==> config.mk <==
export PLATFORM = sky130hd
export DESIGN_NAME = uart_msg_parser
export DESIGN_NICKNAME = d
export VERILOG_FILES = /design/src/rtl/uart_msg_pkg.sv /design/src/rtl/msg_template_match.sv /design/src/rtl/uart_msg_parser.sv
export SDC_FILE = /design/constraint.sdc
export NUM_CORES = 1
export LEC_CHECK = 0
export ABC_AREA = 1
export CORE_MARGIN = 3
export CORE_UTILIZATION = 48
export CTS_CLUSTER_DIAMETER = 150
export DETAILED_ROUTE_END_ITERATION = 8
export PLACE_DENSITY = 0.74
export SLEW_MARGIN = 5
export SYNTH_ARGS = -nofsm -noshare
export SYNTH_HDL_FRONTEND = slang
export SYNTH_SLANG_ARGS = --single-unit
==> constraint.sdc <==
create_clock -name clk -period 2.8 [get_ports clk]
set_input_delay 0.56 -clock clk [delete_from_list [all_inputs] [get_ports clk]]
set_output_delay 0.56 -clock clk [all_outputs]
set_load 0.05 [all_outputs]
==> src/rtl/uart_msg_pkg.sv <==
// Shared constants, encodings and field helpers for the UART message parser.
package uart_msg_pkg;

  localparam logic [7:0] CH_S    = 8'h53;
  localparam logic [7:0] CH_I    = 8'h49;
  localparam logic [7:0] CH_N    = 8'h4E;
  localparam logic [7:0] CH_E    = 8'h45;
  localparam logic [7:0] CH_W    = 8'h57;
  localparam logic [7:0] CH_P    = 8'h50;
  localparam logic [7:0] CH_D    = 8'h44;
  localparam logic [7:0] CH_Z    = 8'h5A;
  localparam logic [7:0] CH_DASH = 8'h2D;
  localparam logic [7:0] CH_HASH = 8'h23;
  localparam logic [7:0] CH_CR   = 8'h0D;
  localparam logic [7:0] CH_LF   = 8'h0A;
  localparam logic [7:0] CH_0    = 8'h30;
  localparam logic [7:0] CH_1    = 8'h31;
  localparam logic [7:0] CH_9    = 8'h39;

  localparam logic [2:0] DIR_N = 3'd0;
  localparam logic [2:0] DIR_E = 3'd1;
  localparam logic [2:0] DIR_S = 3'd2;
  localparam logic [2:0] DIR_W = 3'd3;
  localparam logic [2:0] DIR_P = 3'd4;

  localparam logic [1:0] ERR_FORMAT   = 2'd0;
  localparam logic [1:0] ERR_OVERFLOW = 2'd1;
  localparam logic [1:0] ERR_TIMEOUT  = 2'd2;

  localparam logic MSG_SI = 1'b0;
  localparam logic MSG_S  = 1'b1;

  localparam logic [1:0] ST_IDLE    = 2'd0;
  localparam logic [1:0] ST_COLLECT = 2'd1;
  localparam logic [1:0] ST_DROP    = 2'd2;
  localparam logic [1:0] ST_CHECK   = 2'd3;

  typedef struct packed {
    logic       msg_type;
    logic [3:0] unit;
    logic [2:0] dir;
    logic       action;
  } msg_fields_t;

  function automatic logic is_digit(input logic [7:0] b);
    return (b >= CH_1) && (b <= CH_9);
  endfunction

  function automatic logic is_dir(input logic [7:0] b);
    return (b == CH_N) || (b == CH_E) || (b == CH_S) || (b == CH_W) || (b == CH_P);
  endfunction

  function automatic logic [2:0] dir_code(input logic [7:0] b);
    logic [2:0] d;
    d = DIR_N;
    case (b)
      CH_E:    d = DIR_E;
      CH_S:    d = DIR_S;
      CH_W:    d = DIR_W;
      CH_P:    d = DIR_P;
      default: d = DIR_N;
    endcase
    return d;
  endfunction

endpackage

==> src/rtl/msg_template_match.sv <==
// Combinational match of a stored frame against the SI and S message templates.
module msg_template_match
  import uart_msg_pkg::*;
#(
  parameter int unsigned MAX_LEN = 16,
  localparam int unsigned CW = $clog2(MAX_LEN + 1)
) (
  input  logic [MAX_LEN-1:0][7:0] frame_buf,
  input  logic [CW-1:0]           count,
  output logic                    ok,
  output msg_fields_t             fields
);

  logic si_ok;
  logic s_ok;

  always_comb begin
    si_ok = (count == CW'(10)) &&
            (frame_buf[0] == CH_S) && (frame_buf[1] == CH_I) && (frame_buf[2] == CH_DASH) &&
            (frame_buf[3] == CH_S) && (frame_buf[4] == CH_I) && (frame_buf[5] == CH_N) &&
            is_digit(frame_buf[6]) && (frame_buf[7] == CH_DASH) &&
            is_dir(frame_buf[8]) && (frame_buf[9] == CH_DASH);
    s_ok  = (count == CW'(11)) &&
            (frame_buf[0] == CH_S) && (frame_buf[1] == CH_DASH) &&
            ((frame_buf[2] == CH_P) || (frame_buf[2] == CH_D)) && (frame_buf[3] == CH_DASH) &&
            (frame_buf[4] == CH_D) && (frame_buf[5] == CH_Z) && (frame_buf[6] == CH_N) &&
            is_digit(frame_buf[7]) && (frame_buf[8] == CH_DASH) &&
            is_dir(frame_buf[9]) && (frame_buf[10] == CH_DASH);
  end

  // Field positions differ by one byte between the two templates.
  always_comb begin
    ok              = si_ok || s_ok;
    fields.msg_type = s_ok ? MSG_S : MSG_SI;
    fields.unit     = s_ok ? 4'(frame_buf[7] - CH_0) : 4'(frame_buf[6] - CH_0);
    fields.dir      = s_ok ? dir_code(frame_buf[9]) : dir_code(frame_buf[8]);
    fields.action   = s_ok && (frame_buf[2] == CH_D);
  end

  if (MAX_LEN > 11) begin : g_tail
    logic unused_tail;
    assign unused_tail = ^frame_buf[MAX_LEN-1:11];
  end

endmodule

==> src/rtl/uart_msg_parser.sv <==
// Frames UART RX bytes on '#', validates SI/S messages, pulses msg_valid or msg_err.
// Define UART_MSG_STATS_EN to add saturating good_cnt/bad_cnt frame counters.
module uart_msg_parser
  import uart_msg_pkg::*;
#(
  parameter int unsigned MAX_LEN     = 16,
  parameter int unsigned TIMEOUT_CYC = 50000000
) (
  input  logic       clk,
  input  logic       rst,
  input  logic       rx_data_valid,
  input  logic [7:0] rx_byte,
  output logic       msg_valid,
  output logic       msg_type,
  output logic [3:0] unit,
  output logic [2:0] dir,
  output logic       action,
  output logic       msg_err,
  output logic [1:0] err_code
`ifdef UART_MSG_STATS_EN
  ,
  output logic [7:0] good_cnt,
  output logic [7:0] bad_cnt
`endif
);

  localparam int unsigned CW = $clog2(MAX_LEN + 1);
  localparam int unsigned IW = $clog2(MAX_LEN);
  localparam int unsigned TW = $clog2(TIMEOUT_CYC + 1);

  logic [1:0]              state_q, state_nx;
  logic [CW-1:0]           count_q, count_nx;
  logic [TW-1:0]           tcnt_q, tcnt_nx;
  logic                    ovf_q, ovf_nx;
  logic [MAX_LEN-1:0][7:0] frame_buf;
  logic                    wr_en;
  logic [IW-1:0]           wr_idx;
  logic                    valid_nx, err_nx;
  logic [1:0]              code_nx;
  msg_fields_t             fields_q, fields_nx, m_fields;
  logic                    m_ok;
  logic                    is_hash, is_crlf;

  msg_template_match #(.MAX_LEN(MAX_LEN)) u_match (
    .frame_buf (frame_buf),
    .count     (count_q),
    .ok        (m_ok),
    .fields    (m_fields)
  );

  assign is_hash = (rx_byte == CH_HASH);
  assign is_crlf = (rx_byte == CH_CR) || (rx_byte == CH_LF);

  // Next-state and next-output logic; CHECK reports and also accepts byte 0 of the next frame.
  always_comb begin
    state_nx  = state_q;
    count_nx  = count_q;
    tcnt_nx   = tcnt_q;
    ovf_nx    = ovf_q;
    wr_en     = 1'b0;
    wr_idx    = '0;
    valid_nx  = 1'b0;
    err_nx    = 1'b0;
    code_nx   = err_code;
    fields_nx = fields_q;
    case (state_q)
      ST_IDLE, ST_CHECK: begin
        if (state_q == ST_CHECK) begin
          if (ovf_q) begin
            err_nx  = 1'b1;
            code_nx = ERR_OVERFLOW;
          end else if (m_ok) begin
            valid_nx  = 1'b1;
            fields_nx = m_fields;
          end else begin
            err_nx  = 1'b1;
            code_nx = ERR_FORMAT;
          end
        end
        state_nx = ST_IDLE;
        count_nx = '0;
        tcnt_nx  = '0;
        ovf_nx   = 1'b0;
        if (rx_data_valid) begin
          if (is_hash) begin
            state_nx = ST_CHECK;
          end else if (!is_crlf) begin
            wr_en    = 1'b1;
            count_nx = CW'(1);
            state_nx = ST_COLLECT;
          end
        end
      end
      ST_COLLECT, ST_DROP: begin
        if (rx_data_valid) begin
          tcnt_nx = '0;
          if (is_hash) begin
            state_nx = ST_CHECK;
          end else if (state_q == ST_COLLECT) begin
            if (count_q == CW'(MAX_LEN)) begin
              state_nx = ST_DROP;
              ovf_nx   = 1'b1;
            end else begin
              wr_en    = 1'b1;
              wr_idx   = IW'(count_q);
              count_nx = count_q + CW'(1);
            end
          end
        end else if (tcnt_q == TW'(TIMEOUT_CYC - 1)) begin
          err_nx   = 1'b1;
          code_nx  = ERR_TIMEOUT;
          state_nx = ST_IDLE;
          ovf_nx   = 1'b0;
        end else begin
          tcnt_nx = tcnt_q + TW'(1);
        end
      end
      default: state_nx = ST_IDLE;
    endcase
  end

  always_ff @(posedge clk) begin
    if (rst) begin
      state_q   <= ST_IDLE;
      count_q   <= '0;
      tcnt_q    <= '0;
      ovf_q     <= 1'b0;
      msg_valid <= 1'b0;
      msg_err   <= 1'b0;
      err_code  <= ERR_FORMAT;
      fields_q  <= '0;
    end else begin
      state_q   <= state_nx;
      count_q   <= count_nx;
      tcnt_q    <= tcnt_nx;
      ovf_q     <= ovf_nx;
      msg_valid <= valid_nx;
      msg_err   <= err_nx;
      err_code  <= code_nx;
      fields_q  <= fields_nx;
    end
  end

  // Frame storage needs no reset: only bytes below count are ever matched.
  always_ff @(posedge clk) begin
    if (wr_en) frame_buf[wr_idx] <= rx_byte;
  end

  assign msg_type = fields_q.msg_type;
  assign unit     = fields_q.unit;
  assign dir      = fields_q.dir;
  assign action   = fields_q.action;

`ifdef UART_MSG_STATS_EN
  always_ff @(posedge clk) begin
    if (rst) begin
      good_cnt <= '0;
      bad_cnt  <= '0;
    end else begin
      if (valid_nx && (good_cnt != 8'hFF)) good_cnt <= good_cnt + 8'd1;
      if (err_nx && (bad_cnt != 8'hFF))    bad_cnt  <= bad_cnt + 8'd1;
    end
  end
`else
  // Statistics counters are absent in this build.
`endif

endmodule

## After elaboration in Yosys (flattened, before gate mapping)

Cells that the tools add are included.

| storage, ports and cells | value |
|---|---|
| flip-flop bits (word level) | 175 |
| input port bits | 11 |
| output and inout bits | 13 |
| logic and storage cells | 197 |

| cells by class | value |
|---|---|
| $add $sub $neg | 4 |
| magnitude comparators | 6 |
| eq/ne operators | 52 |
| mux-type cells | 60 |
| bitwise gates (word level) | 3 |
| reduce and logical (&&, ||, !) cells | 45 |

Operator list:

| kind | count |
|---|---|
| == test 8 x 7 -> 1 bit, second input constant | 20 |
| bitwise mux 128 bit | 1 |
| == test 8 x 6 -> 1 bit, second input constant | 8 |
| 2-to-1 mux 26 bit | 2 |
| one-hot mux 26 bit (2 select lines) | 1 |
| demux 8 bit (select 4 bit) | 1 |
| adder 26 x 1 -> 26 bit, second input constant | 1 |
| == test 26 bit, second input constant | 1 |
| logical AND 1 bit | 25 |
| 2-to-1 mux 2 bit | 12 |
| 2-to-1 mux 4 bit | 6 |
| one-hot mux 3 bit (4 select lines) | 2 |
| 2-to-1 mux 1 bit | 23 |
| 2-to-1 mux 5 bit | 4 |
| != test 3 bit, second input constant | 6 |
| == test 8 x 4 -> 1 bit, second input constant | 2 |
| >= comparator 8 x 6 -> 1 bit, second input constant | 2 |
| <= comparator 8 x 6 -> 1 bit, second input constant | 2 |
| AND reduction 4 bit | 4 |
| != test 2 bit, second input constant | 7 |
| logical OR 1 bit | 11 |
| == test 5 x 4 -> 1 bit, second input constant | 2 |
| one-hot mux 5 bit (2 select lines) | 1 |
| 2-to-1 mux 8 bit | 1 |
| 16 further kinds | 25 |

## Longest topological paths before layout

| logic depth | value |
|---|---|
| depth after elaboration | 17 |
| depth in mapped cells | 14 |
| depth with buffers taken out | 14 |

## Hierarchy

A second synthesis with hierarchy kept.

| second synthesis, totals | value |
|---|---|
| cells, all modules | 809 |
| area total of the unflattened synthesis | 7,699.9 sq um |

Modules (own cells, without submodules):

| module | instances | cells an instance | area an instance (sq um) | sequential area each (sq um) |
|---|---|---|---|---|
| uart_msg_parser | 1 | 534 | 6,556.3 | 4,784.6 |
| msg_template_match | 1 | 275 | 1,143.6 | 0.0 |

## Worst setup path after synthesis

Ideal clock, no wire load.

| path | value |
|---|---|
| path type | reg2reg |
| start point | register state_q[0] |
| end point | register frame_buf[10] (netlist name), enable pin |
| setup time | 0.370 ns |
| arrival | 1.963 ns |
| data required time | 2.430 ns |
| path slack | 0.467 ns |
| cell stages (with the launch flop) | 11 |
| buffers on the path | 2 |
| clock period less this slack | 2.333 ns |
| cells stage by stage | dfxtp_1 > inv_1 > ha_1 > buf_2 > inv_1 > clkbuf_1 > nor3_1 > nand2_1 > nand2_1 > nand3_1 > nor2_1 |

| between the ends | value |
|---|---|
| longest elaborated chain between the ends | 5 |
| elaborated cells between the ends (all ways) | 10 |
| those cells by class | eq/ne: 3; mux: 4; reduce/logical: 3 |

Ends and longest elaborated chain:

| item | line | RTL |
|---|---|---|
| from (decl) | uart_msg_parser.sv:31 | `logic [1:0] state_q, state_nx;` |
| from (signal assigned) | uart_msg_parser.sv:133 | `state_q <= state_nx;` |
| == test 2 x 1 -> 1 bit | uart_msg_parser.sv:66, uart_msg_parser.sv:99 |  |
| 2-to-1 mux 1 bit | uart_msg_parser.sv:99 | `end else if (state_q == ST_COLLECT) begin` |
| 2-to-1 mux 1 bit | uart_msg_parser.sv:97 | `if (is_hash) begin` |
| 2-to-1 mux 1 bit | uart_msg_parser.sv:95 | `if (rx_data_valid) begin` |
| one-hot mux 1 bit (2 select lines) (*) | uart_msg_parser.sv:66 | `case (state_q)` |
| to (signal, indexed assignment) | uart_msg_parser.sv:146 | `if (wr_en) frame_buf[wr_idx] <= rx_byte;` |
| to (decl) | uart_msg_parser.sv:35 | `logic [MAX_LEN-1:0][7:0] frame_buf;` |

Every way passes the cells marked *; elsewhere a longest branch is shown, timed or not.
A chain may end at the register's enable or synchronous reset.

## Worst setup path in the final report

| path | value |
|---|---|
| start point | input rx_byte[2] |
| end point | register frame_buf[37] (netlist name), enable pin |

| between the ends | value |
|---|---|
| longest elaborated chain between the ends | 6 |
| elaborated cells between the ends (all ways) | 10 |
| those cells by class | eq/ne: 3; mux: 6; reduce/logical: 1 |

Ends and longest elaborated chain:

| item | line | RTL |
|---|---|---|
| from (decl) | uart_msg_parser.sv:12 | `input logic [7:0] rx_byte,` |
| == test 8 x 4 -> 1 bit | uart_msg_parser.sv:52 | `assign is_crlf = (rx_byte == CH_CR) \|\| (rx_byte == CH_LF);` |
| logical OR 1 bit | uart_msg_parser.sv:52 |  |
| 2-to-1 mux 1 bit | uart_msg_parser.sv:87 | `end else if (!is_crlf) begin` |
| 2-to-1 mux 1 bit | uart_msg_parser.sv:85 | `if (is_hash) begin` |
| 2-to-1 mux 1 bit | uart_msg_parser.sv:84 | `if (rx_data_valid) begin` |
| one-hot mux 1 bit (2 select lines) (*) | uart_msg_parser.sv:66 |  |

Marked as above.

==> flow_summary_export.csv <==
group,metric,value,unit
power_and_ir_drop,p_leak,3.00,nW
critical_path,crit_required,2930,ps
sta,fmax,431,MHz
min_path,min_path_cells,2,
logic_synthesis,synthMostInstantiatedCell,"nand2_1",
critical_path,crit_chain,"clkdlybuf4s50_1 > nor3_1 > nand2_1 > nand2_1 > inv_1 > nand4_1 > inv_1 > or2_2 > nor2_1 > buf_4",
place,post-dp-hpwl,11.8,mm
outcome,status,"finished, final reports clean",
job,drv_cap,0,
cells_and_area,design_area,7880,um^2
floorplanning,core.rowCount,42,
logic_synthesis,synth_top_family_by_area,"simple AND/OR/NAND/NOR gates",
sta,hold_slack,463,ps
logic_synthesis,synth_nets,830,
logic_synthesis,yosys_warnings,0,
place,port_buffers,23,
critical_path,cp_data_arrival_time,2450,ps
global_route,grt_pass1_wl,26.4,mm
logic_synthesis,synth_seq_area_share,0.540,
clock_network,cts_resized,0,
logic_synthesis,synth_edf_count,88,
clock_network,clkSinkCount,135,
critical_path,slowest_delay,530,ps
logic_synthesis,synth_compound_area_frac,0.0530,
logic_synthesis,ys_types,39,
min_path,hold_end,"err_code[1]",
route,wl,16.0,mm
logic_synthesis,syn_area,6640,um^2
logic_synthesis,synth_xor_area_frac,0.00528,
floorplanning,die_w,124,um
logic_synthesis,synth.area.top_cells,"edfxtp_1, dfxtp_1, nand2_1",
clock_network,clk_pin_slew,60,ps
route,routedWlPerCell,15.1,um
cells_and_area,area_delta_synth_final,18.7,%
clock_network,clk_root_buffer_cell,"clkbuf_16",
global_route,grt_max_degree,17,
route,drtAntennaViolNets,0,
clock_network,cts_setup_buffers,0,
route,drt_iter0_markers,508,
sta,setup_tns,0,ps
critical_path,cp-start-kind,"primary input",
logic_synthesis,synthAdderAreaFrac,0.0170,
global_route,met3_usage,0.0577,
logic_synthesis,netlist_instances,810,
place,dpl-instance-area,7270,um^2
global_route,grt_overflow_total,0,
global_route,grtUsageTotal,0.229,
global_route,grt-busiest-layer,"met2",
sta,tightest_slew,555,ps
global_route,globalRouteMet2Util,0.378,
sta,maxSlewHeadroom,0.630,
route,drc,0,
min_path,hold_start,"err_code[1]",
min_path,hold_class,"reg2reg",
sta,fin_crit_sh,0.829,
cells_and_area,instances_no_fill,1063,
logic_synthesis,yosysTopAreaCell,"edfxtp_1",
sta,hold_viol,0,
floorplanning,core,13400,um^2
clock_network,cts_hold_buf,0,
critical_path,reg2regPathDepth,10,
clock_network,clk_latency,420,ps
logic_synthesis,async_reset_ff_frac,0,
route,drt_pass1_iterations,5,
clock_network,h-tree-depth,4,
critical_path,rr_endpoint,"frame_buf[17]",
logic_synthesis,synthTopCellsByCount,"nand2_1, nor2_1, inv_1, edfxtp_1",
place,place_inst,1031,
sta,rsz0062_at_grt,"false",
cells_and_area,antennaDiodeCount,0,
cells_and_area,drive_gt1_frac,0.0913,
global_route,grt_pass1_vias,5314,
clock_network,numCtsBuffers,17,
floorplanning,die_h,124,um
logic_synthesis,synth_mux_area_frac,0.00151,
sta,slew_violations,0,
floorplanning,io_pins,24,
logic_synthesis,yosys.area_share.simple,0.310,
route,via_count,5509,
critical_path,path_class,"in2reg",
cells_and_area,nFillCells,1145,
sta,min_period,2320,ps
floorplanning,initial_utilization,0.495,
place,gp_congestion,0.894,
sta,finalSetupViolations,0,
critical_path,cpMaxStageDelayCell,"clkdlybuf4s50_1",
global_route,antenna_found_initial,0,
cells_and_area,nets,894,
clock_network,clk_path_buf_depth,2,
clock_network,cts_tree,"done",
critical_path,cp-end-kind,"flop",
logic_synthesis,synth_top_area_frac,0.398,
sta,skew,8.60,ps
critical_path,r2r_slack,490,ps
logic_synthesis,ys_ff_latch,135,
route,routed_via_density,5.18,
power_and_ir_drop,power.density,668,nW/um^2
logic_synthesis,ys.flop_type,"edfxtp_1",
power_and_ir_drop,ir_drop,0.423,mV
logic_synthesis,avgSynthCellArea,8.19,um^2
critical_path,crit_fanout,8,
floorplanning,die_area,15300,um^2
critical_path,rr_startpoint,"count_q[0]",
global_route,grt_use_met1,0.290,
==> final cells by class <==
| type | count | area, um^2 | share of cell area |
|---|---|---|---|
| clock buffer | 19 | 433 | 0.0550 |
| clock inverter | 13 | 169 | 0.0214 |
| inverter | 118 | 443 | 0.0562 |
| multi-input combinational | 550 | 2570 | 0.326 |
| sequential | 135 | 3580 | 0.455 |
| tap | 176 | 220 | 0.0280 |
| timing repair buffer | 52 | 460 | 0.0585 |
==> logic make-up after synthesis <==
family / after synthesis
multiplexers: 1
AND/OR/NAND/NOR: 473
flip-flops: 135
adder cells (fa/ha/maj): 9
buffers and inverters: 125
AO/OA/AOI/OAI: 63
XOR/XNOR: 4
==> flip-flops by register name, indices dropped and copies added, names as in the netlist <==
name	cells
frame_buf	88
tcnt_q	26
count_q	5
unit	4
dir	3
err_code	2
state_q	2
action	1
msg_err	1
msg_type	1
msg_valid	1
ovf_q	1
==> critical path, delay by kind of cell <==
family                 cells  cell delay, ps
buffers and inverters      4             870
and+or+nand+nor            6            1010
==> metrics by stage <==
stage,power [mW],worst slack [ps],util
finish,5.26,478,0.588
global route,5.47,249,0.588
CTS,5.28,465,0.588
detailed placement,3.03,53.7,0.543
global placement,3.02,112,0.543
floorplan,2.74,467,-
==> power breakdown <==
| group | switching [mW] | total [mW] | internal [mW] |
|---|---|---|---|
| combinational | 0.496 | 0.750 | 0.255 |
| clock | 0.855 | 2.27 | 1.41 |
| sequential | 0.0495 | 2.24 | 2.19 |
==> metal layers <==
metal	vias to the layer above	share of wire
li1	2785	-
met2	185	0.48
met4	0	0.027
met5	-	0
met3	35	0.069
met1	2504	0.43
==> worst max-delay path by stage <==
stage,from,endpoint,slack [ps],cells past startpoint
floorplan,state_q[0],frame_buf[10],470,10
global placement,rx_byte[2],frame_buf[38],110,10
detailed placement,rx_byte[2],frame_buf[33],50,10
CTS,rx_byte[2],frame_buf[34],470,10
global route,count_q[0],frame_buf[52],250,10
finish,rx_byte[2],frame_buf[37],480,10
==> placed cells by master, fill, tap and decap left out, types with 2 or more instances in the layout <==
master           synthesis  final
bufinv_16                0      3
inv_1                  116    116
buf_4                    1     28
a31oi_1                  4      4
xor2_1                   4      4
o22ai_1                  2      2
clkinvlp_4               0      3
clkdlybuf4s50_1          0     23
edfxtp_1                88     88
nor4_1                   5      5
nand3_1                 47     47
nor2_4                   2      2
dfxtp_1                 47     47
nor3_2                   3      3
nand2_1                193    193
clkbuf_16                0     17
a21oi_1                 25     25
inv_6                    0      5
clkbuf_1                 4      2
nand3_4                  2      2
inv_2                    2      2
or2_2                    5      5
nand4_1                 23     23
o21ai_0                 21     21
nor3_1                  39     39
a211oi_1                 3      3
nor2_1                 144    144
ha_1                     9      9
nor2_2                   6      6
(Power assumes the default switching activity.)
